==> config.mk <==
export PLATFORM = sky130hd
export DESIGN_NAME = usb_tx_line_driver
export DESIGN_NICKNAME = d
export VERILOG_FILES = /design/src/rtl/usb_tx_line_driver.sv
export SDC_FILE = /design/constraint.sdc
export NUM_CORES = 1
export LEC_CHECK = 0
export BUFFER_PORTS_ARGS = -buffer_cell sky130_fd_sc_hd__buf_4
export CELL_PAD_IN_SITES_DETAIL_PLACEMENT = 0
export CELL_PAD_IN_SITES_GLOBAL_PLACEMENT = 1
export CORE_AREA = 2 2 39 41
export CTS_BUF_LIST = sky130_fd_sc_hd__clkbuf_16
export DETAILED_ROUTE_END_ITERATION = 10
export DIE_AREA = 0 0 41 43
export PLACE_DENSITY = 0.72
export SETUP_SLACK_MARGIN = 0.5
export SYNTH_ARGS = -nofsm -noshare
export SYNTH_HDL_FRONTEND = slang
export SYNTH_SLANG_ARGS = --single-unit
==> constraint.sdc <==
create_clock -name gclk -period 3.4 [get_ports gclk]
set_input_delay 0.51 -clock gclk [delete_from_list [all_inputs] [get_ports gclk]]
set_output_delay 0.51 -clock gclk [all_outputs]
set_load 0.005 [all_outputs]
==> src/rtl/usb_tx_line_driver.sv <==
// USB transmit line driver: registers NRZI data onto D+/D-, appends a programmable EOP, idles in J.
// Optional txd_oe output enable is built when TX_LINE_OE_EN is defined.
module usb_tx_line_driver #(
    parameter int unsigned EOP_SE0_CYCLES = 2,
    parameter int unsigned EOP_J_CYCLES   = 1,
    parameter bit          LOW_SPEED      = 1'b0
) (
    input  logic gclk,
    input  logic reset_l,
    input  logic nrzi_data,
    input  logic tx_data_valid,
    output logic txd_pos,
    output logic txd_neg,
    output logic tx_busy,
    output logic eop_done,
    output logic tx_err
`ifdef TX_LINE_OE_EN
    ,
    output logic txd_oe
`endif
);

    localparam logic [1:0] PAIR_J   = LOW_SPEED ? 2'b01 : 2'b10;
    localparam logic [1:0] PAIR_SE0 = 2'b00;
    localparam logic [3:0] SE0_LOAD = 4'(EOP_SE0_CYCLES - 1);
    localparam logic [3:0] J_LOAD   = (EOP_J_CYCLES > 1) ? 4'(EOP_J_CYCLES - 2) : 4'd0;

    typedef enum logic [1:0] {
        IDLE,
        DATA,
        EOP_SE0,
        EOP_J
    } state_t;

    state_t     state;
    logic [3:0] cnt;
    logic       valid_q;
    logic       valid_rise;

    assign valid_rise = tx_data_valid & ~valid_q;

    // The final EOP J bit (with eop_done) is issued on the edge that returns to IDLE,
    // so a packet requested during that bit is accepted on the very next edge.
    always_ff @(posedge gclk or negedge reset_l) begin
        if (!reset_l) begin
            state              <= IDLE;
            cnt                <= '0;
            valid_q            <= 1'b0;
            {txd_pos, txd_neg} <= PAIR_J;
            tx_busy            <= 1'b0;
            eop_done           <= 1'b0;
            tx_err             <= 1'b0;
        end else begin
            valid_q  <= tx_data_valid;
            eop_done <= 1'b0;
            tx_err   <= ((state == EOP_SE0) || (state == EOP_J)) && valid_rise;
            case (state)
                IDLE: begin
                    if (tx_data_valid) begin
                        state              <= DATA;
                        {txd_pos, txd_neg} <= {nrzi_data, ~nrzi_data};
                        tx_busy            <= 1'b1;
                    end else begin
                        {txd_pos, txd_neg} <= PAIR_J;
                        tx_busy            <= 1'b0;
                    end
                end
                DATA: begin
                    tx_busy <= 1'b1;
                    if (tx_data_valid) begin
                        {txd_pos, txd_neg} <= {nrzi_data, ~nrzi_data};
                    end else begin
                        state              <= EOP_SE0;
                        cnt                <= SE0_LOAD;
                        {txd_pos, txd_neg} <= PAIR_SE0;
                    end
                end
                EOP_SE0: begin
                    tx_busy <= 1'b1;
                    if (cnt != 4'd0) begin
                        cnt                <= cnt - 4'd1;
                        {txd_pos, txd_neg} <= PAIR_SE0;
                    end else begin
                        {txd_pos, txd_neg} <= PAIR_J;
                        if (EOP_J_CYCLES > 1) begin
                            state <= EOP_J;
                            cnt   <= J_LOAD;
                        end else begin
                            state    <= IDLE;
                            eop_done <= 1'b1;
                        end
                    end
                end
                EOP_J: begin
                    tx_busy            <= 1'b1;
                    {txd_pos, txd_neg} <= PAIR_J;
                    if (cnt != 4'd0) begin
                        cnt <= cnt - 4'd1;
                    end else begin
                        state    <= IDLE;
                        eop_done <= 1'b1;
                    end
                end
                default: begin
                    state              <= IDLE;
                    {txd_pos, txd_neg} <= PAIR_J;
                    tx_busy            <= 1'b0;
                end
            endcase
        end
    end

`ifdef TX_LINE_OE_EN
    assign txd_oe = tx_busy;
`endif

endmodule

==> results of run 1 <==
## power by group through the flow
stage               logic (W)  clock network [W]  registers (W)
floorplan            0.000172                  0       0.000240
global placement     0.000197                  0       0.000262
global route         0.000223           0.000228       0.000270
CTS                  0.000201           0.000220       0.000262
finish               0.000198           0.000215       0.000260
detailed placement   0.000200                  0       0.000263
## through the flow
step                      utilization [%]  cells
final                                50.2     72
after detailed placement             44.5     68
after CTS                            50.2     72
after global routing                 50.2     72
after floorplan                         -     45
after global placement               44.5     68
## state kept, by name (all words and copies together) (netlist names)
signal and cells:
cnt 4, state 2, eop_done 1, tx_busy 1, tx_err 1, txd_neg 1
txd_pos 1, valid_q 1
## cells in the final DEF, fill, tap and decap left out, types with 2 or more instances in the layout
| cell type | instances |
|---|---|
| sky130_fd_sc_hd__inv_1 | 4 |
| sky130_fd_sc_hd__nor3b_1 | 2 |
| sky130_fd_sc_hd__ha_1 | 2 |
| sky130_fd_sc_hd__dfrtp_1 | 11 |
| sky130_fd_sc_hd__nand2_1 | 5 |
| sky130_fd_sc_hd__mux2i_1 | 3 |
| sky130_fd_sc_hd__nor2_1 | 4 |
| sky130_fd_sc_hd__buf_4 | 8 |
| sky130_fd_sc_hd__clkbuf_16 | 3 |
## final timing paths
check / from / endpoint / slack (ns) / cells after the start
worst max-delay path: cnt[0] / cnt[0] / 1.86 / 5
worst min register to register: valid_q / tx_err / 0.40 / 1
min in group gclk: valid_q / tx_err / 0.40 / 1
max in group asynchronous: reset_l / txd_pos / 3.07 / 1
worst max register to register: cnt[0] / cnt[0] / 1.86 / 5
worst min-delay path: reset_l / tx_err / 0.1 / 1
## kinds of logic after synthesis
kind of cell / after synthesis / share of synthesized area, %
muxes: 3 / 5.49
DFF: 12 / 55.1
AOI/OAI and AO/OA: 5 / 7.55
and+or+nand+nor: 18 / 22.4
adders and majority gates: 2 / 4.58
buffers and inverters: 5 / 4.80
## per-layer routing
layer | global-route usage [%] | part of all wire [%] | up-vias
met5 | 0 | 0 | -
met4 | 10.0 | 2.6 | 0
met1 | 16.4 | 42 | 156
met2 | 18.4 | 50 | 9
met3 | 6.28 | 4.6 | 2
li1 | - | - | 175
## worst max-delay path: stages (launching register included)
cell and delay [ns]:
sky130_fd_sc_hd__dfrtp_1 0.41, sky130_fd_sc_hd__inv_1 0.10, sky130_fd_sc_hd__ha_1 0.17, sky130_fd_sc_hd__or2b_2 0.34, sky130_fd_sc_hd__o21ai_4 0.22, sky130_fd_sc_hd__mux2i_1 0.22
## layout make-up
cell class	instances	area, um2
clock buffer	3	75.1
timing repair buffer	8	60.1
sequential	12	302
tap	16	20.0
clock inverter	1	3.75
fill	122	689
multi-input combinational	28	219
inverter	4	15.0
==> flow_metrics.env, run 1 <==
export IMPL_num_vias=342
export IMPL_share_clk_of_total_power_pct=32.0
export IMPL_yosysUniqueCellTypes=21
export IMPL_wirelength_um=870
export IMPL_min_path_type="primary input to async pin"
export IMPL_setup_worst_path_start_class="flop"
export IMPL_worstSetupEndpointType="flop"
export IMPL_crit_fanout=5
export IMPL_synthCells=45
export IMPL_port_buffer_count=8
export IMPL_final_antenna_violating_net_count=0
export IMPL_ys_flop_type="sky130_fd_sc_hd__dfrtp_1"
export IMPL_run_status="finished clean"
export IMPL_first_global_vias=324
export IMPL_rsz0062_at_grt="false"
export IMPL_synthesis_nets=51
export IMPL_coreArea_um2=1380
export IMPL_nNetsFinal=63
export IMPL_total_leakage_power_nw=0.337
export IMPL_layout_min_cycle_time_ns=1.54
export IMPL_clk_root_buffer_cell="sky130_fd_sc_hd__clkbuf_16"
export IMPL_synthTopCellsByArea="sky130_fd_sc_hd__dfrtp_1 (50%), sky130_fd_sc_hd__mux2i_1 (5.5%), sky130_fd_sc_hd__dfstp_2 (4.8%)"
export IMPL_post_layout_total_power_w=0.000673
export IMPL_die_height_um=43
export IMPL_final_layout_size_suffix_gt1_share_pct=32.1
export IMPL_wire_length_of_the_first_global_routing_pass_mm=1.49
export IMPL_grt_max_degree=13
export IMPL_detailed_place_hpwl_um=624
export IMPL_slew_headroom_pct=67.1
export IMPL_synth_yosys_warnings=0
export IMPL_postSynthAreaPerCell_um2=12.2
export IMPL_power_sequential_fraction_pct=38.7
export IMPL_avgViaCountPerCell=4.75
export IMPL_p_comb_share_pct=29.4
export IMPL_groute_usage_overall_pct=13.7
export IMPL_synth_seq_area_share_pct=55.1
export IMPL_cell_internal_pwr_w=0.000464
export IMPL_power_density_nw_per_um2=970
export IMPL_period_utilization_pct=45.2
export IMPL_synth_edff_count=0
export IMPL_worstPathArrival_ns=1.69
export IMPL_drtPass1Iterations=2
export IMPL_wl_per_cell_um=12.1
export IMPL_placedInstanceArea_um2=616
export IMPL_critPathKind="flop to flop"
export IMPL_pre_cts_ws_ns=1.86
export IMPL_vdd_drop_max_mv=0.343
export IMPL_worst_skew_pair_late_latency_ns=0.24
export IMPL_numCtsBuffers=3
export IMPL_hold_buffer_count_at_cts=0
export IMPL_power_switching_w=0.000210
export IMPL_postLayoutSetupSlackWorst_ns=1.86
export IMPL_initial_utilization_pct=39.5
export IMPL_die_width_um=41
export IMPL_timing_fmax_ghz=0.651
export IMPL_totalNegativeSetupSlack_ns=0
export IMPL_grt_overflow_total=0
export IMPL_cts_resized=0
export IMPL_required_ns=3.56
export IMPL_synth_cells_most_frequent="sky130_fd_sc_hd__dfrtp_1 (11), sky130_fd_sc_hd__nand2_1 (5), sky130_fd_sc_hd__inv_1 (4), sky130_fd_sc_hd__nor2_1 (4), sky130_fd_sc_hd__mux2i_1 (3)"
export IMPL_num_rows=14
export IMPL_netlist_top_cell_by_area="sky130_fd_sc_hd__dfrtp_1"
export IMPL_number_of_violations_reported_at_the_end_of_detailed_routing_iteration_0=1
export IMPL_final_area_um2=694
export IMPL_report_final_slew_viol_count=0
export IMPL_synth_most_common_cell="sky130_fd_sc_hd__dfrtp_1"
export IMPL_slew_at_the_pin_closest_to_its_max_slew_limit_ns=0.492
export IMPL_skew_ns=0.00392
export IMPL_finalHoldWorstSlack_ns=0.0982
export IMPL_postSynthRegisterBits=12
export IMPL_synth_async_sr_flop_share_pct=100
export IMPL_gp_congestion=0.643
export IMPL_cts_post_setup_buffers_inserted=0
export IMPL_io_pins=9
export IMPL_antennaDiodeCount=0
export IMPL_drc_errors=0
export IMPL_cts_htree_levels=1
export IMPL_ctsLongestPathBuffers=2
export IMPL_netlist_area_leader_share_pct=50.3
export IMPL_cts_clk_slew_worst_paths_ns=0.04
export IMPL_cts_tree="yes"
export IMPL_antenna_violations_before_repair=0
export IMPL_die_area_um2=1760
export IMPL_synth_area_um2=547
export IMPL_area_growth_pct=27.0
export IMPL_numClockSinks=12
export IMPL_report_final_setup_viol=0
export IMPL_finalHoldViolCount=0
export IMPL_drv_max_cap_violation_count=0
export IMPL_power_switching_fraction_pct=31.2
Power figures use the tool's default switching activity.
==> run 2: changes to the inputs <==
Settings changed: CORE_AREA 2 2 39 41 to not set, CORE_MARGIN set to 1.5, CORE_UTILIZATION set to 36, DIE_AREA 0 0 41 43 to not set, PLACE_DENSITY 0.72 to 0.67.
Clock period 3.4 ns to 1.28 ns, I/O delays scaled along.
==> run 2 against run 1 <==
The flow now finishes with violations (setup timing). Fmax up 14%. Worst setup slack worse by 1.9 ns. Register-to-register slack worse by 1.9 ns. Clock skew down 0.00060 ns. Clock power rose to 2.6 times the previous value. Non-clock buffer count up 11. Worst hold slack better by 0.030 ns. First-iteration DRC count rose to 3.0 times the previous value. Die area about the same. Cell count up 14%.
==> flow_metrics.env, run 2 (synthesized netlist as in run 1, its figures left out) <==
export IMPL_antenna_violations_before_repair=0
export IMPL_gp_congestion=0.819
export IMPL_area_growth_pct=57.4
export IMPL_final_area_um2=861
export IMPL_cts_tree="yes"
export IMPL_hold_depth=2
export IMPL_largest_register_ff_count=4
export IMPL_critPathKind="flop to flop"
export IMPL_coreArea_um2=1350
export IMPL_placedInstanceArea_um2=676
export IMPL_required_ns=1.44
export IMPL_violations="setup timing"
export IMPL_final_common_cell="sky130_fd_sc_hd__dfrtp_1"
export IMPL_grt_max_degree=13
export IMPL_number_of_violations_reported_at_the_end_of_detailed_routing_iteration_0=3
export IMPL_setup_worst_path_start_class="flop"
export IMPL_cts_clk_slew_worst_paths_ns=0.04
export IMPL_numClockSinks=12
export IMPL_min_path_type="primary input to flop"
export IMPL_rsz0062_at_grt="true"
export IMPL_layout_min_cycle_time_ns=1.34
export IMPL_die_height_um=42.0
export IMPL_grt_overflow_total=0
export IMPL_power_density_nw_per_um2=2570
export IMPL_report_final_setup_viol=6
export IMPL_crit_fanout=5
export IMPL_nNetsFinal=74
export IMPL_io_pins=9
export IMPL_groute_usage_overall_pct=14.5
export IMPL_global_route_usage_met2_pct=25.0
export IMPL_period_utilization_pct=105
export IMPL_run_status="finished, violations left"
export IMPL_num_rows=13
export IMPL_wirelength_mm=1.07
export IMPL_die_width_um=42.0
export IMPL_grt_met1_usage_pct=15.3
export IMPL_ctsLongestPathBuffers=2
export IMPL_die_area_um2=1760
export IMPL_port_buffer_count=8
export IMPL_worst_skew_pair_late_latency_ns=0.24
export IMPL_total_leakage_power_nw=0.403
export IMPL_initial_utilization_pct=40.5
export IMPL_drv_max_cap_violation_count=0
export IMPL_wl_per_cell_um=13.0
export IMPL_reg2regPathDepth=5
export IMPL_drtPass1Iterations=4
export IMPL_wire_length_of_the_first_global_routing_pass_mm=1.87
export IMPL_globalRoute_busiestLayer="met2"
export IMPL_postLayoutSetupSlackWorst_ns=-0.0626
export IMPL_critical_path_max_stage_delay_ns=0.37
export IMPL_slew_at_the_pin_closest_to_its_max_slew_limit_ns=0.302
export IMPL_final_cell_mix="sky130_fd_sc_hd__dfrtp_1 (11), sky130_fd_sc_hd__buf_4 (10), sky130_fd_sc_hd__buf_6 (8)"
export IMPL_report_final_slew_viol_count=0
export IMPL_num_vias=402
export IMPL_avgViaCountPerCell=4.90
export IMPL_slew_headroom_pct=79.8
export IMPL_vdd_drop_max_mv=1.55
export IMPL_final_antenna_violating_net_count=0
export IMPL_first_global_vias=438
export IMPL_antennaDiodeCount=0
export IMPL_detailed_place_hpwl_um=723
export IMPL_clk_root_buffer_cell="sky130_fd_sc_hd__clkbuf_16"
export IMPL_largest_registers="cnt x4, state x2"
export IMPL_numCtsBuffers=3
export IMPL_worstSetupEndpointType="flop"
export IMPL_timing_fmax_ghz=0.745
export IMPL_cts_htree_levels=1
export IMPL_finalHoldWorstSlack_ns=0.128
export IMPL_critPathSlowestCell="sky130_fd_sc_hd__dfrtp_1"
export IMPL_final_layout_size_suffix_gt1_share_pct=53.7
export IMPL_critical_path_cell_chain="inv_2 > ha_4 > or2b_4 > o21ai_4 > mux2i_1"
export IMPL_largest_register="cnt"
export IMPL_skew_ns=0.00331
export IMPL_worstPathArrival_ns=1.50
export IMPL_drc_errors=0
export IMPL_final_core_util_pct=63.8
export IMPL_finalHoldViolCount=0
export IMPL_use_met3_pct=7.76
## run 2: path summary, 6_finish.rpt
check,start,slack [ns],endpoint
setup reg to reg,cnt[0],-0.06,cnt[1]
min in group asynchronous,reset_l,0.33,tx_err
hold / removal,nrzi_data,0.13,txd_neg
hold reg to reg,valid_q,0.42,tx_err
max in group asynchronous,reset_l,0.72,txd_pos
setup / recovery,cnt[0],-0.06,cnt[1]
## run 2: per-layer routing
metal  vias up  wire length, um
li1        196                -
met1       195              464
met2         9              539
met3         2               58
met4         0                7
met5         -                0
## run 2: final cells by class
cell class              instances  area, um2
clock buffers                   3       75.1
clock inverters                 1       3.75
fillers                       104        489
inverters                       4       15.0
multi-input cells              28        272
flip-flops and latches         12        302
well taps                      15       18.8
repair buffers                 19        175
## run 2: power by group
part / switching [W] / total [W] / internal [W]
clock: 0.000144 / 0.000553 / 0.000409
sequential: 0.000117 / 0.000647 / 0.000529
combinational: 0.000421 / 0.00101 / 0.000591
## run 2: stage by stage
step | total power (W) | TNS, ns | setup slack (ns) | instances
6_report | 0.00221 | -0.248 | -0.0626 | 82
5_1_grt | 0.00236 | -0.682 | -0.122 | 82
4_1_cts | 0.00217 | -0.255 | -0.0761 | 81
3_5_place_dp | 0.00142 | -0.604 | -0.142 | 74
3_3_place_gp | 0.00139 | -0.337 | -0.102 | 74
2_1_floorplan | 0.00112 | -0.438 | -0.103 | 45
## run 2: repair_timing
item	CTS	global route
setup endpoints to repair	15	15
hold endpoints to repair	12	0
buffers inserted	2	1
resized for setup	14	4
hold buffers	1	0
pin swaps	6	4
## run 2: worst max-delay path: cells and delay by family (launching register included)
kind | cells | cell delay, ns
buffers and inverters | 1 | 0.08
AND/OR/NAND/NOR | 1 | 0.27
adder cells (fa/ha/maj) | 1 | 0.13
flip-flops | 1 | 0.37
AO/OA/AOI/OAI | 1 | 0.21
multiplexers | 1 | 0.20
==> run 3: changes to the inputs <==
Settings changed: PLACE_DENSITY 0.67 to not set, PLACE_DENSITY_LB_ADDON set to 0.1.
==> run 3 against run 2 <==
The run still ends with setup timing left. Global-route usage is 0.57 points higher. Sequential share of layout area is 2.3 points lower. Worst setup slack worse by 0.025 ns. Combinational power is 19% higher. Via count is 9.2% higher. Die area stayed put.
==> flow_metrics.env, run 3 (synthesized netlist as in run 1, its figures left out) <==
export IMPL_number_of_violations_reported_at_the_end_of_detailed_routing_iteration_0=5
export IMPL_rsz0062_at_grt="true"
export IMPL_timing_rr_start="cnt[0]"
export IMPL_final_seq_area_um2=303
export IMPL_required_ns=1.39
export IMPL_finalHoldWorstSlack_ns=0.123
export IMPL_final_cell_mix="sky130_fd_sc_hd__buf_4 (13), sky130_fd_sc_hd__buf_6 (11), sky130_fd_sc_hd__dfrtp_1 (10)"
export IMPL_coreArea_um2=1350
export IMPL_crit_cells=6
export IMPL_num_vias=439
export IMPL_placedInstanceArea_um2=683
export IMPL_layout_min_cycle_time_ns=1.37
export IMPL_drtPass1Iterations=4
export IMPL_gp_congestion=0.798
export IMPL_nNetsFinal=80
export IMPL_worstSetupEndpointType="flop"
export IMPL_globalRoute_busiestLayer="met2"
export IMPL_grt_overflow_total=0
export IMPL_crit_fanout=3
export IMPL_numClockSinks=12
export IMPL_finish_cell_count_without_fillers=88
export IMPL_finalHoldViolCount=0
export IMPL_io_pins=9
export IMPL_worst_skew_pair_late_latency_ns=0.24
export IMPL_report_final_slew_viol_count=0
export IMPL_power_sequential_fraction_pct=27.6
export IMPL_power_switching_fraction_pct=30.2
export IMPL_critPathKind="flop to flop"
export IMPL_final_antenna_violating_net_count=0
export IMPL_groute_usage_overall_pct=15.1
export IMPL_postLayoutSetupSlackWorst_ns=-0.0876
export IMPL_slew_headroom_pct=79.2
export IMPL_drc_errors=0
export IMPL_grt_max_degree=13
export IMPL_largest_register_ff_count=4
export IMPL_antenna_violations_before_repair=0
export IMPL_num_fill_cells=93
export IMPL_drv_max_cap_violation_count=0
export IMPL_grt_met1_usage_pct=19.0
export IMPL_total_leakage_power_nw=0.438
export IMPL_initial_utilization_pct=40.5
export IMPL_worst_setup_path_startpoint="cnt[0]"
export IMPL_critPathSlowestCell="sky130_fd_sc_hd__dfrtp_1"
export IMPL_setup_worst_path_start_class="flop"
export IMPL_slew_at_the_pin_closest_to_its_max_slew_limit_ns=0.312
export IMPL_cpLargestDelayFamily="flip-flops"
export IMPL_power_switching_w=0.000737
export IMPL_first_global_vias=424
export IMPL_p_comb_share_pct=49.2
export IMPL_post_layout_total_power_w=0.00244
export IMPL_final_area_um2=925
export IMPL_timing_fmax_ghz=0.731
export IMPL_critical_path_max_stage_delay_ns=0.38
export IMPL_die_height_um=42.0
export IMPL_reg2regPathDepth=6
export IMPL_vdd_drop_max_mv=1.46
export IMPL_largest_register="cnt"
export IMPL_final_layout_size_suffix_gt1_share_pct=63.0
export IMPL_antennaDiodeCount=0
export IMPL_cp_endpoint="state[0]"
export IMPL_avgViaCountPerCell=4.99
export IMPL_detailed_place_hpwl_um=675
export IMPL_hold_start="tx_data_valid"
export IMPL_final_common_cell="sky130_fd_sc_hd__buf_4"
export IMPL_violations="setup timing"
export IMPL_cts_clk_slew_worst_paths_ns=0.04
export IMPL_numCtsBuffers=3
export IMPL_use_met3_pct=5.17
export IMPL_global_route_usage_met2_pct=23.8
export IMPL_worst_r2r_setup_slack_ns=-0.09
export IMPL_report_final_setup_viol=7
export IMPL_wirelength_mm=1.14
export IMPL_wl_per_cell_um=12.9
export IMPL_num_rows=13
export IMPL_worstPathArrival_ns=1.48
export IMPL_port_buffer_count=8
export IMPL_skew_ns=0.000964
export IMPL_area_growth_pct=69.1
export IMPL_period_utilization_pct=107
export IMPL_power_density_nw_per_um2=2640
export IMPL_ctsLongestPathBuffers=2
export IMPL_die_width_um=42.0
export IMPL_timing_critical_path_buf_inv=2
export IMPL_share_clk_of_total_power_pct=23.1
export IMPL_clk_root_buffer_cell="sky130_fd_sc_hd__clkbuf_16"
export IMPL_post_place_cells=75
export IMPL_multi_input_area_um2=278
export IMPL_critical_path_cell_chain="inv_2 > ha_4 > or2b_4 > o21ai_4 > buf_6 > o22ai_2"
export IMPL_die_area_um2=1760
export IMPL_run_status="finished, violations left"
export IMPL_min_path_type="primary input to flop"
export IMPL_cell_internal_pwr_w=0.00170
export IMPL_cts_tree="yes"
export IMPL_largest_registers="cnt x4, state x2"
export IMPL_worstReg2RegEnd="state[0]"
export IMPL_cts_htree_levels=1
export IMPL_wire_length_of_the_first_global_routing_pass_mm=1.95
## run 3: how the worst min path moves through the flow
stage	to	slack, ns	cells after the start
after global placement	eop_done	0.03	1
after detailed placement	eop_done	0.04	1
final	valid_q	0.12	1
after floorplan	cnt[0]	-0.10	0
after CTS	txd_neg	0.12	2
after global routing	valid_q	0.12	1
## run 3: layer usage
metal / vias up / wire (um)
li1: 206 / -
met1: 218 / 488
met2: 15 / 593
met3: 0 / 53
met4: 0 / 0
met5: - / 0
## run 3: power by group through the flow
| stage | sequential (W) | combinational (W) | clock [W] |
|---|---|---|---|
| final | 0.000673 | 0.00120 | 0.000564 |
| after global routing | 0.000693 | 0.00131 | 0.000606 |
| after CTS | 0.000666 | 0.00106 | 0.000570 |
| after detailed placement | 0.000646 | 0.000787 | 0 |
| after global placement | 0.000637 | 0.000771 | 0 |
| after floorplan | 0.000640 | 0.000478 | 0 |
## run 3: cell type report
class | count | share of cell area, %
Clock buffer | 3 | 8.12
Sequential cell | 12 | 32.7
Inverter | 4 | 1.62
Multi-Input combinational cell | 28 | 30.0
Timing Repair Buffer | 25 | 25.0
Clock inverter | 1 | 0.406
Tap cell | 15 | 2.03
## run 3: stage by stage
step	setup WS (ns)	utilization, %	setup TNS, ns
6_report	-0.0876	68.5	-0.467
5_1_grt	-0.147	68.5	-0.927
4_1_cts	-0.0806	65.2	-0.245
3_5_place_dp	-0.151	50.6	-0.616
3_3_place_gp	-0.114	50.6	-0.364
2_1_floorplan	-0.103	-	-0.438
## run 3: timing repair
| item | in CTS | in global routing |
|---|---|---|
| hold buffers | 1 | 0 |
| buffers inserted | 5 | 3 |
| endpoints found under the setup margin | 16 | 16 |
| gates resized for setup | 18 | 6 |
| pin swaps | 6 | 3 |
| hold endpoints to repair | 12 | 0 |
